[src/rtl/mips_pkg.sv]
// -----------------------------------------------------------------------------
// mips_pkg
//
// Shared constants for the MIPS-style writeback slice.
//
//   DATA_W      default datapath / register width
//   REG_ADDR_W  default register-index width (2**REG_ADDR_W registers)
//   NUM_REGS    number of architectural registers at the default width
//   REG_ZERO    index of the hardwired-zero register
//   RST_VAL     value every state element takes while reset is asserted
//
// REG_ZERO and RST_VAL are plain integers. Each user sizes them to its own
// parameterised width with a cast, so the package never fixes a datapath width.
// -----------------------------------------------------------------------------
package mips_pkg;

  localparam int DATA_W     = 32;
  localparam int REG_ADDR_W = 5;
  localparam int NUM_REGS   = 1 << REG_ADDR_W;

  localparam int unsigned REG_ZERO = 0;
  localparam int unsigned RST_VAL  = 0;

endpackage : mips_pkg

[src/rtl/regfile.sv]
// -----------------------------------------------------------------------------
// regfile
//
// General-purpose register array. It has two combinational read ports and one
// synchronous write port. Register REG_ZERO is hardwired to zero: writes to it
// are dropped, and reads of it return zero.
//
// Parameters
//   DATA_W      register width
//   ADDR_W      index width; the array holds 2**ADDR_W registers
//
// Ports
//   i_clk       clock; the write port updates on the rising edge
//   i_rst       asynchronous active-high reset; clears every register
//   i_we        write enable
//   i_waddr     write index
//   i_wdata     write data
//   i_raddr_a   read index, port A
//   o_rdata_a   read data, port A (array contents, old value on same-cycle write)
//   i_raddr_b   read index, port B
//   o_rdata_b   read data, port B
// -----------------------------------------------------------------------------
module regfile #(
  parameter int DATA_W = mips_pkg::DATA_W,
  parameter int ADDR_W = mips_pkg::REG_ADDR_W
) (
  input  logic              i_clk,
  input  logic              i_rst,
  input  logic              i_we,
  input  logic [ADDR_W-1:0] i_waddr,
  input  logic [DATA_W-1:0] i_wdata,
  input  logic [ADDR_W-1:0] i_raddr_a,
  output logic [DATA_W-1:0] o_rdata_a,
  input  logic [ADDR_W-1:0] i_raddr_b,
  output logic [DATA_W-1:0] o_rdata_b
);

  localparam int                NUM_REGS = 1 << ADDR_W;
  localparam logic [ADDR_W-1:0] ZERO_IDX = ADDR_W'(mips_pkg::REG_ZERO);
  localparam logic [DATA_W-1:0] RST_WORD = DATA_W'(mips_pkg::RST_VAL);

  logic [DATA_W-1:0] regs [NUM_REGS];

  // NOTE: this array really does need its reset. Software relies on every
  // register reading zero after reset, so it cannot be mapped onto a RAM
  // macro without reset. Storage without a reset would drop the loop below.
  always_ff @(posedge i_clk or posedge i_rst) begin
    if (i_rst) begin
      for (int i = 0; i < NUM_REGS; i++) begin
        regs[i] <= RST_WORD;
      end
    end else if (i_we && (i_waddr != ZERO_IDX)) begin
      regs[i_waddr] <= i_wdata;
    end
  end

  // Register zero never receives a write, so it always holds zero.
  // The read mux still forces zero for that index. The result then does not
  // depend on what the register happens to store.
  assign o_rdata_a = (i_raddr_a == ZERO_IDX) ? RST_WORD : regs[i_raddr_a];
  assign o_rdata_b = (i_raddr_b == ZERO_IDX) ? RST_WORD : regs[i_raddr_b];

endmodule : regfile

[src/rtl/writeback_stage.sv]
// -----------------------------------------------------------------------------
// writeback_stage
//
// Final pipeline stage. It holds one entry captured from the memory stage. On
// the following unstalled edge the entry commits into the register file, and
// the next entry is captured on that same edge. Every committed entry is
// counted in o_retire_cnt, whether or not it writes a register.
//
// Optional feature
//   WB_BYPASS_EN  when defined, a read whose index equals the committing
//                 destination (nonzero, regWrite set) returns the committing
//                 data instead of the old array contents.
//
// Parameters
//   DATA_W        datapath and register width
//   REG_ADDR_W    register-index width
//
// Ports
//   i_clk         clock; all state updates on the rising edge
//   i_rst         asynchronous active-high reset
//   i_valid       memory-stage result valid this cycle
//   i_data        memory-stage result (ALU value or load data)
//   i_regWrite    instruction writes a register
//   i_rd          destination register index
//   i_stall       hold the stage: no capture, no commit, counter frozen
//   i_flush       squash the incoming entry (ignored while stalled)
//   i_rs, i_rt    register read indices
//   o_rs_data     read data for i_rs
//   o_rt_data     read data for i_rt
//   o_wb_valid    held entry valid     (for forwarding)
//   o_wb_rd       held entry rd        (for forwarding)
//   o_wb_data     held entry data      (for forwarding)
//   o_retire_cnt  number of committed entries, wraps modulo 2**32
// -----------------------------------------------------------------------------
module writeback_stage #(
  parameter int DATA_W     = mips_pkg::DATA_W,
  parameter int REG_ADDR_W = mips_pkg::REG_ADDR_W
) (
  input  logic                  i_clk,
  input  logic                  i_rst,
  input  logic                  i_valid,
  input  logic [DATA_W-1:0]     i_data,
  input  logic                  i_regWrite,
  input  logic [REG_ADDR_W-1:0] i_rd,
  input  logic                  i_stall,
  input  logic                  i_flush,
  input  logic [REG_ADDR_W-1:0] i_rs,
  input  logic [REG_ADDR_W-1:0] i_rt,
  output logic [DATA_W-1:0]     o_rs_data,
  output logic [DATA_W-1:0]     o_rt_data,
  output logic                  o_wb_valid,
  output logic [REG_ADDR_W-1:0] o_wb_rd,
  output logic [DATA_W-1:0]     o_wb_data,
  output logic [31:0]           o_retire_cnt
);

  localparam logic [REG_ADDR_W-1:0] ZERO_IDX = REG_ADDR_W'(mips_pkg::REG_ZERO);
  localparam logic [DATA_W-1:0]     RST_WORD = DATA_W'(mips_pkg::RST_VAL);
  localparam logic [31:0]           RST_CNT  = 32'(mips_pkg::RST_VAL);

  // ---------------------------------------------------------------------------
  // Stage entry
  // ---------------------------------------------------------------------------
  logic                  valid_q;
  logic [DATA_W-1:0]     data_q;
  logic [REG_ADDR_W-1:0] rd_q;
  logic                  regwrite_q;
  logic [31:0]           retire_cnt_q;

  // NOTE: state registers use non-blocking assignments only. Every flop then
  // samples the values from before the edge, so commit, which reads the old
  // entry, and capture, which loads the new one, can share a single edge
  // with no ordering hazard.
  always_ff @(posedge i_clk or posedge i_rst) begin
    if (i_rst) begin
      valid_q    <= 1'b0;
      data_q     <= RST_WORD;
      rd_q       <= ZERO_IDX;
      regwrite_q <= 1'b0;
    end else if (!i_stall) begin
      // A flush squashes only the valid bit. The payload is still loaded but
      // stays inert, because nothing commits an entry with valid_q low.
      valid_q    <= i_valid & ~i_flush;
      data_q     <= i_data;
      rd_q       <= i_rd;
      regwrite_q <= i_regWrite;
    end
  end

  // ---------------------------------------------------------------------------
  // Commit
  // ---------------------------------------------------------------------------
  // The held entry retires on the next edge unless the stage is stalled.
  // A retiring entry writes a register only when it asks to, and never
  // writes register zero.
  logic commit;
  logic rf_we;

  assign commit = valid_q & ~i_stall;
  assign rf_we  = commit & regwrite_q & (rd_q != ZERO_IDX);

  always_ff @(posedge i_clk or posedge i_rst) begin
    if (i_rst) begin
      retire_cnt_q <= RST_CNT;
    end else if (commit) begin
      retire_cnt_q <= retire_cnt_q + 32'd1;
    end
  end

  // ---------------------------------------------------------------------------
  // Register file
  // ---------------------------------------------------------------------------
  logic [DATA_W-1:0] rf_rs_data;
  logic [DATA_W-1:0] rf_rt_data;

  regfile #(
    .DATA_W (DATA_W),
    .ADDR_W (REG_ADDR_W)
  ) u_regfile (
    .i_clk     (i_clk),
    .i_rst     (i_rst),
    .i_we      (rf_we),
    .i_waddr   (rd_q),
    .i_wdata   (data_q),
    .i_raddr_a (i_rs),
    .o_rdata_a (rf_rs_data),
    .i_raddr_b (i_rt),
    .o_rdata_b (rf_rt_data)
  );

  // ---------------------------------------------------------------------------
  // Read path
  // ---------------------------------------------------------------------------
`ifdef WB_BYPASS_EN
  // rf_we already excludes register zero and non-writing entries. A match on
  // it therefore means the array is about to take data_q at this index.
  always_comb begin
    o_rs_data = rf_rs_data;
    o_rt_data = rf_rt_data;
    if (rf_we && (i_rs == rd_q)) o_rs_data = data_q;
    if (rf_we && (i_rt == rd_q)) o_rt_data = data_q;
  end
`else
  // Without the bypass, a same-cycle read returns the value from before the
  // commit. Forwarding is left to o_wb_* consumers.
  assign o_rs_data = rf_rs_data;
  assign o_rt_data = rf_rt_data;
`endif

  // ---------------------------------------------------------------------------
  // Outputs
  // ---------------------------------------------------------------------------
  assign o_wb_valid   = valid_q;
  assign o_wb_rd      = rd_q;
  assign o_wb_data    = data_q;
  assign o_retire_cnt = retire_cnt_q;

endmodule : writeback_stage

[config.mk]
export PLATFORM = sky130hd
export DESIGN_NAME = writeback_stage
export DESIGN_NICKNAME = d
export VERILOG_FILES = /design/src/rtl/mips_pkg.sv /design/src/rtl/regfile.sv /design/src/rtl/writeback_stage.sv
export SDC_FILE = /design/constraint.sdc
export NUM_CORES = 2
export LEC_CHECK = 0
export BUFFER_PORTS_ARGS = -buffer_cell sky130_fd_sc_hd__buf_2
export CAP_MARGIN = 10
export CORE_MARGIN = 4
export CORE_UTILIZATION = 40
export DETAILED_ROUTE_END_ITERATION = 8
export PLACE_DENSITY_LB_ADDON = 0.12
export SLEW_MARGIN = 25
export SYNTH_ARGS = -nofsm -noshare
export SYNTH_HDL_FRONTEND = slang
export SYNTH_SLANG_ARGS = --single-unit
[constraint.sdc]
create_clock -name i_clk -period 47.9 [get_ports i_clk]
set_input_delay 0 -clock i_clk [delete_from_list [all_inputs] [get_ports i_clk]]
set_output_delay 0 -clock i_clk [all_outputs]
set_load 0.02 [all_outputs]
# --- Word level (Yosys, flattened, before mapping) ---
# Index checks and enable logic that the tools add are counted.
totals:
  ff_bits: 1095
  out_inout_bits: 134
  wordCells: 67
op_classes:
  n_addsub: 1
  n_lt_le_gt_ge: 4
  n_mux: 11
  bitwise_logic: 9
  reduce_logical: 5
ops:
  columns: ["operator", "count"]
  rows:
  - ["1024-bit bitwise mux", 1]
  - ["32-bit binary-select mux with 5-bit select", 2]
  - ["32-bit two-way mux", 7]
  - ["32-bit demux with 5-bit select", 1]
  - ["32-bit by 1-bit adder with 32-bit output (second input constant)", 1]
  - ["6-bit >= comparator (second input constant)", 3]
  - ["5-bit NOT with 6-bit output", 3]
  - ["5-bit logical NOT", 2]
  - ["6-bit by 1-bit < comparator with 1-bit output (second input constant)", 1]
  - ["5-bit nonzero test", 1]
  - ["1-bit bitwise AND", 4]
  - ["1-bit logical AND", 2]
  - ["1-bit NOT", 2]

# --- Depth between registers and ports, before layout ---
depth:
  word_depth: 6
  mapped_depth: 8
  mapped_depth_nobuf: 5

# --- Modules after synthesis ---
# From an unflattened synthesis, not the netlist that was laid out.
hier_totals:
  cells_unflattened: 3908
  hier_area_um2: 57749.1
modules_own_cells:
  columns: ["mod", "n_inst", "cells_each", "area_each_um2"]
  rows:
  - ["regfile", 1, 3692, 54732.5]
  - ["writeback_stage", 1, 216, 3016.6]

# --- Worst setup path after synthesis ---
# Ideal clock, no wire load.
synth_timing:
  kind: "flip-flop to flip-flop"
  from: "register rd_q[4], in the netlist o_wb_rd[4]"
  to: "register u_regfile.regs[608] (netlist name)"
  setup_ns: 0.125
  arrival_ns: 1.979
  t_required_ns: 47.775
  setup_slack_ns: 45.796
  stages_incl_launch_ff: 6
  path_buffers: 2
  synth_period_minus_slack_ns: 2.104
  cell_sequence: "dfrtp_1 buf_2 or4_1 nor2_2 buf_2 mux2_2"
synth_via:
  elab_chain_cells: 6
synth_rtl:
  columns: ["item", "line_no", "text"]
  rows:
  - ["start, declared", "writeback_stage.sv:66", "logic [REG_ADDR_W-1:0] rd_q;"]
  - ["start signal, assigned", "writeback_stage.sv:85", "rd_q <= i_rd;"]
  - ["5-bit NOT with 6-bit output (not written as such)", "regfile.sv:53", "regs[i_waddr] <= i_wdata;"]
  - ["6-bit >= comparator (not written as such) or 6-bit by 1-bit < comparator with 1-bit output (tied branches)", "regfile.sv:53", null]
  - ["1-bit logical AND (not written as such)", "regfile.sv:53", null]
  - ["32-bit two-way mux (not written as such)", "regfile.sv:53", null]
  - ["32-bit demux with 5-bit select", "regfile.sv:53", null]
  - ["1024-bit bitwise mux", "regfile.sv:53", null]
  - ["end signal, assigned by index", "regfile.sv:53", null]
  - ["end, declared", "regfile.sv:42", "logic [DATA_W-1:0] regs [NUM_REGS];"]
# Several ways; a longest one is shown, not always the timed one.
# A chain may end at the register's enable or synchronous reset.

==> out/results.txt <==
Max frequency - 190 MHz
Post-synth top area share - 47.7%
Sum of negative setup slack - 0 ps
RSZ-0062 raised after global routing - no
Final WL - 191000 µm
Post-synth EDFFs - 0
Final core occ - 45.8%
Clock slew at reported path FFs - 60 ps
DIE HEIGHT - 387 µm
Pwr dens - 36.0 mW/mm²
Multi-input gate area - 0.0283 mm²
Ys flop type - dfrtp_1
Dpl cells - 5589
Die X - 387 µm
H-tree levels - 4
Commonest cells post-synth - 1095 x dfrtp_1, 1061 x mux2_2, 448 x mux4_2, 245 x clkbuf_1, 143 x buf_2
Vias - 36.6k
Die area - 0.150 mm²
Leading area contributor after synthesis - dfrtp_1
Worst path slowest cell - buf_4
CP Cell Sequence - dlygate4sd3_1 > buf_2 > dlygate4sd3_1 > inv_8 > buf_4 > buf_4 > buf_4 > buf_4 > buf_4
DR DRC count - 0
DRT Pass-1 Iters - 6
First-pass GRT wire length - 281000 µm
R2R setup slack - 44300 ps
Post-CTS setup buffers - 0
CP peak stage delay - 820 ps
Rel. slew slack - 23.8%
Hold path depth - 3
CP required - 48600 ps
Type of element capturing the critical path - async pin
Minimum clock period - 5260 ps
Initial antenna violation count - 5
Final hold violations - 0
Num CTS Buffers - 134
Worst clock skew - 20.5 ps
Global route overflow - 0
Clock buffer depth - 3
Cell count along the critical path - 9
Post-synthesis cell area - 0.0574 mm²
Cell mode on critical path - buf_4
Via density - 6.18
GP Congestion - 0.763
Pins Over Slew Limit - 0
Input/output buffers - 186
Endpoints failing setup - 0
Detailed Route Iter0 Violations - 2704
ANT cells - 0
Count of warnings emitted by yosys - 0
Syn Nets - 3923
Num rows - 138
FILL cells - 12.7k
# nets final - 3988
Post-route ant nets - 0
Cell Count, Final, Fillers Out - 5923
Core box area - 0.142 mm²
Crit Path Max Fanout - 113
# IOs - 187
Clk sinks - 1095
All-Layer GR Usage - 25.4%
Status - finished clean
Worst-Skew Late Latency - 770 ps
Tcrit/Tclk final - 11.0%
Total area of sequential cells - 0.0274 mm²
Largest net degree at the start of global routing - 166
Initial Utilization - 40.4%
Sequential area share after synthesis - 47.7%
Post-DR wirelength/cell - 32.2 µm
Worst min path class - input pin to flop
Data arrival time of the worst path - 5960 ps
Synthesized instance count - 3869
Worst Tran Pin Value - 1140 ps
CTS tree - yes
Synth top area cells - dfrtp_1 48%, mux2_2 21%, mux4_2 18%
Top-count cell post-synth - dfrtp_1
Detailed Place HPWL - 103000 µm
Ratio of cells with drive above 1 in the final layout - 50.7%
Mapped Avg Cell Area - 14.8 µm²
Seq cells post-synth - 1095
Max VDD drop - 0.0000267 V
Max cap viols - 0
Yosys cell types - 47
R2R cell count - 4
WP buf/inv - 9
Leakage power - 0.0298 µW
Family with the most delay on the worst path - buffers and inverters
Setup crit start kind - input pin
Type of the worst setup path - input pin to async pin
Post-synth ARST share - 100%
Vias in the first global route - 38.2k
Area grow syn2layout - 13.4%
CTS root buf - clkbuf_16
## worst register-to-register path, delay by kind of cell, from the launching register on
kind,cells,cell delay [ps]
DFF,1,540
and+or+nand+nor,3,2270
muxes,1,660
## path summary, 6_finish.rpt
| check | from | endpoint |
|---|---|---|
| max | i_rst | o_wb_data[11]$_DFFE_PP0N_ |
| min | i_data[30] | o_wb_data[30]$_DFFE_PP0N_ |
| max reg2reg | o_wb_valid$_DFFE_PP0N_ | u_regfile.regs[270]$_DFFE_PP0P_ |
| min reg2reg | u_regfile.regs[1004]$_DFFE_PP0P_ | u_regfile.regs[1004]$_DFFE_PP0P_ |
| max in group i_clk | i_rt[2] | o_rt_data[3] |
| min in group asynchronous | i_rst | o_retire_cnt[31]$_DFFE_PP0N_ |
## layer usage
| metal | GRT usage [%] | part of all wire [%] | up-vias |
|---|---|---|---|
| met5 | 0 | 0 | - |
| met4 | 7.27 | 2.8 | 0 |
| met3 | 3.79 | 5.0 | 297 |
| met2 | 40.9 | 48 | 1114 |
| met1 | 35.9 | 45 | 20125 |
| li1 | - | - | 15059 |
## layout make-up
cell class	count	area share (%)
Sequential cell	1095	42.1
Clock inverter	29	0.515
Clock buffer	206	6.06
Timing Repair Buffer	368	4.10
Multi-Input combinational cell	2330	43.5
Tap cell	1890	3.63
Inverter	5	0.0481
## kinds of logic (layout without fill, tap and decap cells)
group                    after synthesis  after routing  synth area share, %
flip-flops                          1095           1095                 47.7
buffers and inverters                444            608                 3.43
multiplexers                        1671           1671                 41.3
AND/OR/NAND/NOR                      291            291                 2.73
adder cells (fa/ha/maj)                1              1               0.0218
AO/OA/AOI/OAI                        336            336                 4.32
XOR/XNOR                              31             31                0.473
## placed cells by master (no fill, tap or decap), drive strengths merged, types with 8 or more instances in the layout
master	instances
a211oi	64
a221oi	15
a22oi	64
a311oi	64
buf	269
clkbuf	206
clkinv	13
dfrtp	1095
dlygate4sd3	99
inv	14
mux2	1095
mux2i	128
mux4	448
nand2	124
nand3	12
nand4	12
nor2	23
nor2b	72
nor3	9
nor4	8
o2111ai	49
o21ai	80
xnor2	17
xor2	14
## what timing repair did
item	4_1_cts	5_1_grt
gates resized for setup	0	0
endpoints found under the hold margin	148	0
hold buffers	99	0
## flip-flops by register name, summed over array words and instances, names as in the netlist
name / flops
o_wb_data: 32
u_regfile.regs: 1024
o_wb_valid: 1
o_wb_rd: 5
o_retire_cnt: 32
regwrite_q: 1
## power breakdown
group / internal [µW] / switching (µW)
sequential: 990 / 72.1
combinational: 139 / 140
clock: 594 / 410
## per-stage QoR
step / setup slack [ps] / power [µW] / hold WS, ps / cell area, µm²
floorplan: 17070 / 1260 / 148 / 57400
CTS: 42380 / 2370 / 40.2 / 65100
global placement: 42770 / 1350 / 231 / 59800
global route: 41780 / 2440 / 68.7 / 65100
detailed placement: 42700 / 1350 / 236 / 59800
finish: 42640 / 2340 / 71.3 / 65100
No activity file was read; power rests on OpenSTA's default activity.
